<file path="config.mk">
export PLATFORM = sky130hd
export DESIGN_NAME = alu_exec_unit_flat
export DESIGN_NICKNAME = d
export VERILOG_FILES = /design/src/rtl/alu_exec_pkg.sv /design/src/rtl/alu_exec_if.sv /design/src/rtl/alu_op_decode.sv /design/src/rtl/alu_exec_unit.sv /design/src/flat_wrapper.sv
export SDC_FILE = /design/constraint.sdc
export NUM_CORES = 1
export LEC_CHECK = 0
export ABC_CLOCK_PERIOD_IN_PS = 10230
export BUFFER_PORTS_ARGS = -buffer_cell sky130_fd_sc_hd__buf_2
export CAP_MARGIN = 20
export CORE_MARGIN = 5
export CORE_UTILIZATION = 50
export DETAILED_ROUTE_END_ITERATION = 8
export PLACE_DENSITY = 0.7
export SYNTH_ARGS = -nofsm -noshare
export SYNTH_HDL_FRONTEND = slang
export SYNTH_SLANG_ARGS = --single-unit
</file>
<file path="constraint.sdc">
create_clock -name clk -period 10.23 [get_ports clk]
set_input_delay 2.046 -clock clk [delete_from_list [all_inputs] [get_ports clk]]
set_output_delay 2.046 -clock clk [all_outputs]
set_load 0.05 [all_outputs]
</file>
<file path="src/rtl/alu_exec_pkg.sv">
// Shared types and encodings for the ALU execution unit: operation enum, AluOp/funct codes,
// FSM state encoding.
package alu_exec_pkg;

  typedef enum logic [3:0] {
    OpAdd,
    OpSub,
    OpAnd,
    OpOr,
    OpXor,
    OpNor,
    OpSlt,
    OpSll,
    OpSrl,
    OpMultu,
    OpIllegal
  } alu_op_t;

  localparam logic [3:0] AluOpRtype = 4'b0000;
  localparam logic [3:0] AluOpAdd   = 4'b0001;
  localparam logic [3:0] AluOpSub   = 4'b0010;
  localparam logic [3:0] AluOpAnd   = 4'b0011;
  localparam logic [3:0] AluOpOr    = 4'b0100;
  localparam logic [3:0] AluOpSlt   = 4'b0101;

  localparam logic [5:0] FnAdd   = 6'b100000;
  localparam logic [5:0] FnSub   = 6'b100010;
  localparam logic [5:0] FnAnd   = 6'b100100;
  localparam logic [5:0] FnOr    = 6'b100101;
  localparam logic [5:0] FnXor   = 6'b100110;
  localparam logic [5:0] FnNor   = 6'b100111;
  localparam logic [5:0] FnSlt   = 6'b101010;
  localparam logic [5:0] FnSll   = 6'b000000;
  localparam logic [5:0] FnSrl   = 6'b000010;
  localparam logic [5:0] FnMultu = 6'b011001;

  typedef logic [0:0] state_t;
  localparam state_t StIdle = 1'b0;
  localparam state_t StMul  = 1'b1;

  function automatic logic is_multi_cycle(alu_op_t op);
    return op == OpMultu;
  endfunction

endpackage

</file>
<file path="src/rtl/alu_exec_if.sv">
// Operation/result handshake bundle of the ALU execution unit.
// The ovf signal exists only when ALU_OVF_FLAG_EN is defined.
interface alu_exec_if #(
  parameter int unsigned WIDTH = 16
) ();

  logic             in_valid;
  logic             in_ready;
  logic [3:0]       alu_op;
  logic [5:0]       func;
  logic [WIDTH-1:0] op_a;
  logic [WIDTH-1:0] op_b;
  logic             out_valid;
  logic             out_ready;
  logic [WIDTH-1:0] result;
  logic [WIDTH-1:0] result_hi;
  logic             zero;
  logic             illegal;
`ifdef ALU_OVF_FLAG_EN
  logic             ovf;

  modport master (
    output in_valid, alu_op, func, op_a, op_b, out_ready,
    input  in_ready, out_valid, result, result_hi, zero, illegal, ovf
  );

  modport slave (
    input  in_valid, alu_op, func, op_a, op_b, out_ready,
    output in_ready, out_valid, result, result_hi, zero, illegal, ovf
  );
`else
  modport master (
    output in_valid, alu_op, func, op_a, op_b, out_ready,
    input  in_ready, out_valid, result, result_hi, zero, illegal
  );

  modport slave (
    input  in_valid, alu_op, func, op_a, op_b, out_ready,
    output in_ready, out_valid, result, result_hi, zero, illegal
  );
`endif

endinterface

</file>
<file path="src/rtl/alu_op_decode.sv">
// Combinational AluOp/funct decoder producing the internal operation code.
module alu_op_decode
  import alu_exec_pkg::*;
(
  input  logic [3:0] alu_op,
  input  logic [5:0] func,
  output alu_op_t    op
);

  always_comb begin
    op = OpIllegal;
    case (alu_op)
      AluOpRtype: begin
        case (func)
          FnAdd:   op = OpAdd;
          FnSub:   op = OpSub;
          FnAnd:   op = OpAnd;
          FnOr:    op = OpOr;
          FnXor:   op = OpXor;
          FnNor:   op = OpNor;
          FnSlt:   op = OpSlt;
          FnSll:   op = OpSll;
          FnSrl:   op = OpSrl;
          FnMultu: op = OpMultu;
          default: op = OpIllegal;
        endcase
      end
      AluOpAdd: op = OpAdd;
      AluOpSub: op = OpSub;
      AluOpAnd: op = OpAnd;
      AluOpOr:  op = OpOr;
      AluOpSlt: op = OpSlt;
      default:  op = OpIllegal;
    endcase
  end

endmodule

</file>
<file path="src/rtl/alu_exec_unit.sv">
// Registered ALU execution unit: single-cycle ops plus a WIDTH-cycle shift-add MULTU.
// Define ALU_OVF_FLAG_EN to add the signed-overflow flag output (bus.ovf).
module alu_exec_unit
  import alu_exec_pkg::*;
#(
  parameter int unsigned WIDTH   = 16,
  parameter int unsigned SHAMT_W = $clog2(WIDTH)
) (
  input logic       clk,
  input logic       rst,
  alu_exec_if.slave bus
);

  localparam int unsigned PW = 2 * WIDTH;

  alu_op_t dec_op;

  alu_op_decode u_decode (
    .alu_op (bus.alu_op),
    .func   (bus.func),
    .op     (dec_op)
  );

  state_t             state_q, state_d;
  logic [SHAMT_W-1:0] cnt_q, cnt_d;
  logic [WIDTH-1:0]   mcand_q, mcand_d;
  logic [PW-1:0]      prod_q, prod_d;
  logic [WIDTH-1:0]   result_q, result_d;
  logic [WIDTH-1:0]   result_hi_q, result_hi_d;
  logic               zero_q, zero_d;
  logic               illegal_q, illegal_d;
  logic               out_valid_q, out_valid_d;

  logic               in_ready;
  logic               xfer;
  logic               mul_last;
  logic [SHAMT_W-1:0] shamt;
  logic [WIDTH-1:0]   sum, diff, alu_res;
  logic [WIDTH:0]     mul_sum;
  logic [PW-1:0]      mul_next;

  assign shamt = bus.op_b[SHAMT_W-1:0];
  assign sum   = bus.op_a + bus.op_b;
  assign diff  = bus.op_a - bus.op_b;

  always_comb begin
    alu_res = '0;
    case (dec_op)
      OpAdd:   alu_res = sum;
      OpSub:   alu_res = diff;
      OpAnd:   alu_res = bus.op_a & bus.op_b;
      OpOr:    alu_res = bus.op_a | bus.op_b;
      OpXor:   alu_res = bus.op_a ^ bus.op_b;
      OpNor:   alu_res = ~(bus.op_a | bus.op_b);
      OpSlt:   alu_res = {{(WIDTH-1){1'b0}}, ($signed(bus.op_a) < $signed(bus.op_b))};
      OpSll:   alu_res = bus.op_a << shamt;
      OpSrl:   alu_res = bus.op_a >> shamt;
      default: alu_res = '0;
    endcase
  end

  // prod_q holds {partial high, remaining multiplier}; each step adds the multiplicand on the
  // multiplier LSB and shifts the whole thing right by one, carry included.
  assign mul_sum  = {1'b0, prod_q[PW-1:WIDTH]} + (prod_q[0] ? {1'b0, mcand_q} : '0);
  assign mul_next = {mul_sum, prod_q[WIDTH-1:1]};
  assign mul_last = (cnt_q == SHAMT_W'(WIDTH - 1));

  assign in_ready = (state_q == StIdle) && (!out_valid_q || bus.out_ready);
  assign xfer     = bus.in_valid && in_ready;

  always_comb begin
    state_d     = state_q;
    cnt_d       = cnt_q;
    mcand_d     = mcand_q;
    prod_d      = prod_q;
    result_d    = result_q;
    result_hi_d = result_hi_q;
    zero_d      = zero_q;
    illegal_d   = illegal_q;
    out_valid_d = out_valid_q;

    case (state_q)
      StIdle: begin
        if (out_valid_q && bus.out_ready) begin
          out_valid_d = 1'b0;
        end
        if (xfer) begin
          if (is_multi_cycle(dec_op)) begin
            state_d     = StMul;
            cnt_d       = '0;
            mcand_d     = bus.op_a;
            prod_d      = {{WIDTH{1'b0}}, bus.op_b};
            out_valid_d = 1'b0;
          end else begin
            result_d    = alu_res;
            result_hi_d = '0;
            zero_d      = (alu_res == '0);
            illegal_d   = (dec_op == OpIllegal);
            out_valid_d = 1'b1;
          end
        end
      end
      StMul: begin
        prod_d = mul_next;
        cnt_d  = cnt_q + SHAMT_W'(1);
        if (mul_last) begin
          state_d     = StIdle;
          result_d    = mul_next[WIDTH-1:0];
          result_hi_d = mul_next[PW-1:WIDTH];
          zero_d      = (mul_next[WIDTH-1:0] == '0);
          illegal_d   = 1'b0;
          out_valid_d = 1'b1;
        end
      end
      default: state_d = StIdle;
    endcase
  end

  always_ff @(posedge clk) begin
    if (rst) begin
      state_q     <= StIdle;
      cnt_q       <= '0;
      mcand_q     <= '0;
      prod_q      <= '0;
      result_q    <= '0;
      result_hi_q <= '0;
      zero_q      <= 1'b0;
      illegal_q   <= 1'b0;
      out_valid_q <= 1'b0;
    end else begin
      state_q     <= state_d;
      cnt_q       <= cnt_d;
      mcand_q     <= mcand_d;
      prod_q      <= prod_d;
      result_q    <= result_d;
      result_hi_q <= result_hi_d;
      zero_q      <= zero_d;
      illegal_q   <= illegal_d;
      out_valid_q <= out_valid_d;
    end
  end

`ifdef ALU_OVF_FLAG_EN
  logic ovf_q, ovf_d, alu_ovf;

  always_comb begin
    alu_ovf = 1'b0;
    if (dec_op == OpAdd) begin
      alu_ovf = (bus.op_a[WIDTH-1] == bus.op_b[WIDTH-1]) && (sum[WIDTH-1] != bus.op_a[WIDTH-1]);
    end else if (dec_op == OpSub) begin
      alu_ovf = (bus.op_a[WIDTH-1] != bus.op_b[WIDTH-1]) && (diff[WIDTH-1] != bus.op_a[WIDTH-1]);
    end
    ovf_d = ovf_q;
    if (xfer) begin
      ovf_d = alu_ovf;
    end else if (state_q == StMul && mul_last) begin
      ovf_d = 1'b0;
    end
  end

  always_ff @(posedge clk) begin
    if (rst) begin
      ovf_q <= 1'b0;
    end else begin
      ovf_q <= ovf_d;
    end
  end

  assign bus.ovf = ovf_q;
`endif

  assign bus.in_ready  = in_ready;
  assign bus.out_valid = out_valid_q;
  assign bus.result    = result_q;
  assign bus.result_hi = result_hi_q;
  assign bus.zero      = zero_q;
  assign bus.illegal   = illegal_q;

endmodule

</file>
<file path="src/flat_wrapper.sv">
// flat-port wrapper written by rule: the top's interface ports become plain ports
module alu_exec_unit_flat import alu_exec_pkg::*;
#(
  parameter int unsigned WIDTH   = 16,
  parameter int unsigned SHAMT_W = $clog2(WIDTH)
)
  (clk, rst, bus_in_valid, bus_alu_op, bus_func, bus_op_a, bus_op_b, bus_out_ready, bus_in_ready, bus_out_valid, bus_result, bus_result_hi, bus_zero, bus_illegal);
  alu_exec_if #(.WIDTH(WIDTH)) bus_i ();
  input logic clk;
  input logic rst;
  input wire logic [$bits(bus_i.in_valid)-1:0] bus_in_valid;
  input wire logic [$bits(bus_i.alu_op)-1:0] bus_alu_op;
  input wire logic [$bits(bus_i.func)-1:0] bus_func;
  input wire logic [$bits(bus_i.op_a)-1:0] bus_op_a;
  input wire logic [$bits(bus_i.op_b)-1:0] bus_op_b;
  input wire logic [$bits(bus_i.out_ready)-1:0] bus_out_ready;
  output wire logic [$bits(bus_i.in_ready)-1:0] bus_in_ready;
  output wire logic [$bits(bus_i.out_valid)-1:0] bus_out_valid;
  output wire logic [$bits(bus_i.result)-1:0] bus_result;
  output wire logic [$bits(bus_i.result_hi)-1:0] bus_result_hi;
  output wire logic [$bits(bus_i.zero)-1:0] bus_zero;
  output wire logic [$bits(bus_i.illegal)-1:0] bus_illegal;
  assign bus_i.in_valid = bus_in_valid;
  assign bus_i.alu_op = bus_alu_op;
  assign bus_i.func = bus_func;
  assign bus_i.op_a = bus_op_a;
  assign bus_i.op_b = bus_op_b;
  assign bus_i.out_ready = bus_out_ready;
  assign bus_in_ready = bus_i.in_ready;
  assign bus_out_valid = bus_i.out_valid;
  assign bus_result = bus_i.result;
  assign bus_result_hi = bus_i.result_hi;
  assign bus_zero = bus_i.zero;
  assign bus_illegal = bus_i.illegal;
  alu_exec_unit #(.WIDTH(WIDTH), .SHAMT_W(SHAMT_W)) u_core (.clk(clk), .rst(rst), .bus(bus_i));
endmodule
</file>
# Word level (Yosys, flattened, before mapping)
# Index checks and enable logic that the tools add are counted.
# classes
n_addsub	4
reduce_logical	14
n_mux	35
eq_ne	30
magnitude_cmp	1
shift	2
bitwise_logic	5
# ops
op	count
16-bit one-hot mux with 9 select lines	1
16-bit 2-to-1 mux	7
32-bit 2-to-1 mux	2
16-bit one-hot mux with 2 select lines	2
32-bit one-hot mux with 2 select lines	1
6-bit == test, second input constant	7
4-bit one-hot mux with 10 select lines	1
16-bit zero test	2
4-bit by 3-bit == test with 1-bit output, second input constant	6
4-bit one-hot mux with 6 select lines	1
16-bit by 17-bit adder with 17-bit output	1
16-bit adder	1
16-bit AND	1
4-bit by 2-bit == test with 1-bit output, second input constant	4
4-bit == test, second input constant	4
16-bit less-than comparator	1
16-bit NOT	1
16-bit OR	1
16-bit by 4-bit left shift with 16-bit output	1
16-bit by 4-bit >> shifter with 16-bit output	1
16-bit subtractor	1
16-bit bitwise XOR	1
1-bit 2-to-1 mux	13
4-bit by 1-bit == test with 1-bit output, second input constant	2
17 further kinds	28
# totals
reg_bits	88
out_inout_bits	36
inputBits	46

# Longest topological paths before layout
# logic_depth
word_depth	9
ltp_mapped	16

# Cells and area by module
# Synthesis repeated with hierarchy kept, for this count alone.
# hier_totals
hier_cells	1137
area_unflattened_um2	8511.9
# by_module_without_submodules
mod	seq_area_each_um2	n_inst	cells_per_inst	area_each_um2
alu_exec_unit	1761.7	1	1103	8299.2
alu_op_decode	0.0	1	34	212.7

# Worst setup path before layout
# No wires, ideal clock.
# synth_timing
path_kind	input to register
from	input port bus_op_b[3]
to	register u_core.zero_q, in the netlist u_core.bus.zero
setup_ns	0.084
setup_slack_ns	4.893
stages	16
required_ns	10.146
arrival_time_ns	5.253
cell_sequence	clkbuf_1 -> inv_1 -> clkbuf_1 -> clkbuf_1 -> ha_1 -> clkbuf_1 -> o21a_1 -> a21oi_1 -> o211ai_1 -> nand4_1 -> a2111oi_0 -> or2_1 -> mux2_1 -> a221oi_1 -> nand4_1 -> o31ai_2
# synth_via
elab_chain_cells	7
# synth_lines
element	line_no	text
start: declaration	flat_wrapper.sv:15	input wire logic [$bits(bus_i.op_b)-1:0] bus_op_b;
parallel branches: the longest is 2 deep, another holds 16-bit subtractor	n/a	
16-bit one-hot mux with 9 select lines *	alu_exec_unit.sv:48	case (dec_op)
16-bit zero test *	alu_exec_unit.sv:97	zero_d = (alu_res == '0);
1-bit 2-to-1 mux *	alu_exec_unit.sv:88	if (is_multi_cycle(dec_op)) begin
1-bit 2-to-1 mux *	alu_exec_unit.sv:87	if (xfer) begin
1-bit one-hot mux with 2 select lines *	alu_exec_unit.sv:82	case (state_q)
end signal: assignment	alu_exec_unit.sv:137	zero_q <= zero_d;
end: declaration	alu_exec_unit.sv:30	logic zero_q, zero_d;
# Every way passes the cells marked *. The select of a mux whose other input is x is not followed.
# A chain may end at the register's enable or synchronous reset.

# Final worst setup path
# layout_timing
from	input port bus_op_b[1]
to	register u_core.zero_q, in the netlist u_core.bus.zero
# Same word-level chain as after synthesis.

==> flow_metrics.py <==
metrics = {
    "global_routing": {
        "grt_pass1_vias": 8095,
        "antenna_found_initial": 1,
        "grt_overflow": 0,
        "grt_util_all_layers_pct": 29.2,
        "grt_max_degree": 91,
        "grt_pass1_wl_mm": 46.0,
    },
    "cells_and_area": {
        "drive_gt1_share_pct": 13.4,
        "nets": 1262,
        "final_area_um2": 9130,
        "fin_cells": 1373,
        "area_growth_pct": 8.72,
    },
    "synthesis": {
        "synthFlopType": "dfxtp_1",
        "synth-seq-cells": 88,
        "yosysWarnings": 0,
        "synth_simple_gate_area_share_pct": 23.6,
        "synth.area.mux_share_pct": 8.00,
        "synth-compound-area-share_pct": 27.5,
        "syn-cell-area_um2": 8390,
        "synth_area_per_cell_um2": 7.49,
        "syn-num-nets": 1235,
        "synth_seq_area_share_pct": 21.0,
        "async_flop_share_pct": 0,
        "synth_top_family_by_area": "compound AO/OA/AOI/OAI gates",
        "synth_cell_types": 83,
        "synth_edf_count": 0,
        "synth_fa_ha_area_share_pct": 10.6,
        "yosys.area_share.xor_xnor_pct": 3.03,
        "syn-instance-count": 1120,
    },
    "critical_path": {
        "critPathSlowestCell": "o41ai_1",
        "crit_family": "compound AO/OA/AOI/OAI gates",
        "cp-end-kind": "flop",
        "crit_type": "in -> reg",
        "cp_max_fo": 56,
        "cp.required_ns": 10.48,
        "r2r_slack_ns": 6.37,
        "crit_buf_inv": 3,
        "start_kind": "input port",
        "cpPeakStageDelay_ns": 0.63,
        "crit_arrival_ns": 6.05,
        "crit_chain": "buf_2, buf_4, inv_1, fa_1, nand2b_1, a221oi_1, o41ai_1, a21oi_1, a21oi_1, o21ai_0, mux2_1, a221oi_1, nand4_1, o31ai_2",
    },
    "route": {
        "post_drt_wl_per_cell_um": 21.4,
        "drt-initial-drc-count": 1012,
        "final_antenna_net_count": 0,
        "via_count": 8762,
        "drc": 0,
        "vias_per_cell": 6.38,
        "wirelength_mm": 29.3,
        "dr.pass1.iters": 5,
    },
    "placement": {
        "dpl_cell_area_um2": 8840,
        "hpwl_mm": 22.0,
        "pre_cts_ws_ns": 4.20,
        "place_inst": 1356,
        "port_buffers": 81,
        "finalWeightedCongestion": 1.04,
    },
    "clock_network": {
        "hold_buffers": 0,
        "htreeDepth": 3,
        "cts_tree": "yes",
        "postCtsResizedCells": 0,
        "cts_buffers": 9,
        "cts_setup_buffers": 0,
        "clock_latency_ns": 0.35,
        "clock_sinks": 88,
        "clock-root-buffer": "clkbuf_16",
        "clk_path_buf_depth": 2,
        "clk_pin_slew_ns": 0.06,
    },
    "floorplanning": {
        "ios": 82,
        "die_w_um": 140,
        "fp-row-count": 47,
        "initial_core_util_pct": 50.8,
        "core_um2": 16500,
        "die_h_um": 140,
        "dieArea_um2": 19500,
    },
    "worst_hold_path": {
        "hold_path.class": "reg -> reg",
    },
    "timing": {
        "drv_slew": 0,
        "skew_ns": 0.0123,
        "worst_pin_slew_ns": 1.05,
        "holdWs_ns": 0.446,
        "setup_ws_ns": 4.44,
        "fmax_ghz": 0.173,
        "maxSlewHeadroom_pct": 29.9,
        "setup_tns_ns": 0,
        "rsz0062_at_grt": "false",
        "hold_violations": 0,
        "setup_violations": 0,
        "finalCritPeriodShare_pct": 56.6,
        "min_period_ns": 5.79,
    },
    "status": {
        "outcome": "finished, final reports clean",
    },
    "power_and_ir_drop": {
        "power.density_nw_per_um2": 107,
        "power.leakage_nw": 3.78,
        "max-vdd-ir-drop_uv": 97.7,
    },
    "job": {
        "cap_violations": 0,
    },
}
-- state kept, by name, summed over array words and instances, names as in the netlist --
name	count
u_core.cnt_q	4
u_core.bus.result_hi	16
u_core.mcand_q	16
u_core.state_q	1
u_core.bus.illegal	1
u_core.bus.zero	1
u_core.prod_q	32
u_core.bus.out_valid	1
u_core.bus.result	16
-- routing by layer --
layer  global-route usage (%)  vias to the layer above  wire length [µm]
met5                        0                        -                 0
met4                     10.6                        0              1020
met2                     43.0                      477             12500
met3                     5.69                       71              2920
met1                     42.3                     4063             12900
li1                         -                     4151                 -
-- tightest hold or removal path, cell delays in order (launching register included) --
cell and delay [ns]:
dfxtp_1 0.30, nand2_1 0.05, a21oi_1 0.05
-- metrics by stage --
stage          util (%)  power, W
2_1_floorplan         -  0.000576
3_3_place_gp       53.5  0.000665
3_5_place_dp       53.5  0.000664
4_1_cts            55.2  0.000979
5_1_grt            55.2   0.00103
6_report           55.2  0.000980
-- kinds of logic after synthesis --
kind of cell	count (synthesis)
AO/OA/AOI/OAI	343
multiplexers	47
XOR/XNOR	29
buffers and inverters	127
AND/OR/NAND/NOR	417
flip-flops	88
adder cells (fa/ha/maj)	69
-- power breakdown --
part	leakage [nW]	total [W]	internal (W)	switching, W
logic	2.94	0.000308	0.000104	0.000203
clock network	0.135	0.000315	0.000168	0.000147
registers	0.712	0.000357	0.000351	0.00000618
total	3.78	0.000980	0.000624	0.000356
-- final cells by class --
| cell class | count | area, µm² |
|---|---|---|
| multi-input cells | 905 | 6130 |
| clock inverters | 6 | 50.0 |
| flip-flops and latches | 88 | 1760 |
| diodes | 1 | 2.50 |
| clock buffers | 10 | 229 |
| well taps | 220 | 275 |
| inverters | 51 | 191 |
| repair buffers | 92 | 488 |
| fillers | 1624 | 7400 |
-- synthesized netlist by cell type (all sizes together), types with 14 or more instances --
| library cell | instances | area, µm² |
|---|---|---|
| xnor2 | 22 | 193 |
| buf | 26 | 149 |
| nor3 | 35 | 185 |
| mux2i | 21 | 210 |
| nand2 | 139 | 529 |
| o211ai | 21 | 158 |
| and2 | 22 | 138 |
| dfxtp | 88 | 1760 |
| mux4 | 15 | 338 |
| nor2 | 104 | 393 |
| inv | 51 | 191 |
| ha | 66 | 826 |
| a21oi | 114 | 571 |
| o21ai | 41 | 209 |
| nand3 | 25 | 130 |
| a31oi | 17 | 106 |
| a22oi | 18 | 135 |
| a211oi | 20 | 155 |
| nand2b | 22 | 138 |
| nor4 | 14 | 87.6 |
| clkbuf | 50 | 188 |
-- worst paths after layout --
kind                                       startpoint                  endpoint  cells past startpoint
worst min-delay path            u_core.bus.result[10]     u_core.bus.result[10]                      2
worst max-delay path                      bus_op_b[1]           u_core.bus.zero                     14
worst min register to register  u_core.bus.result[10]     u_core.bus.result[10]                      2
worst max register to register       u_core.prod_q[0]  u_core.bus.result_hi[13]                     13
-- cell usage in the layout, fill, tap and decap left out, types with 5 or more instances in the layout --
master,netlist,final
o21a_1,10,10
nor2b_1,6,6
o22ai_1,9,9
dfxtp_1,88,87
a21oi_1,114,112
a2111oi_0,5,5
o21ai_0,37,37
buf_2,17,81
ha_1,66,66
o211ai_1,21,21
nand3b_1,6,6
o2111ai_1,6,6
a211o_1,9,9
and2_1,21,21
nor4_1,14,14
a221oi_1,8,8
clkbuf_16,0,9
xor2_1,7,7
mux2i_1,21,21
and3_1,10,10
a31oi_1,17,17
nor3_1,33,32
or3_1,9,9
xnor2_1,22,22
a221o_1,5,5
nand2b_1,22,22
nand4_1,11,11
mux2_2,10,10
nand2_1,138,138
mux4_2,15,15
nand3_1,24,24
o21bai_1,5,5
inv_1,49,49
a211oi_1,19,19
a22oi_1,18,18
buf_4,4,11
a21o_1,11,11
nor2_1,103,102
Power figures use the tool's default switching activity.
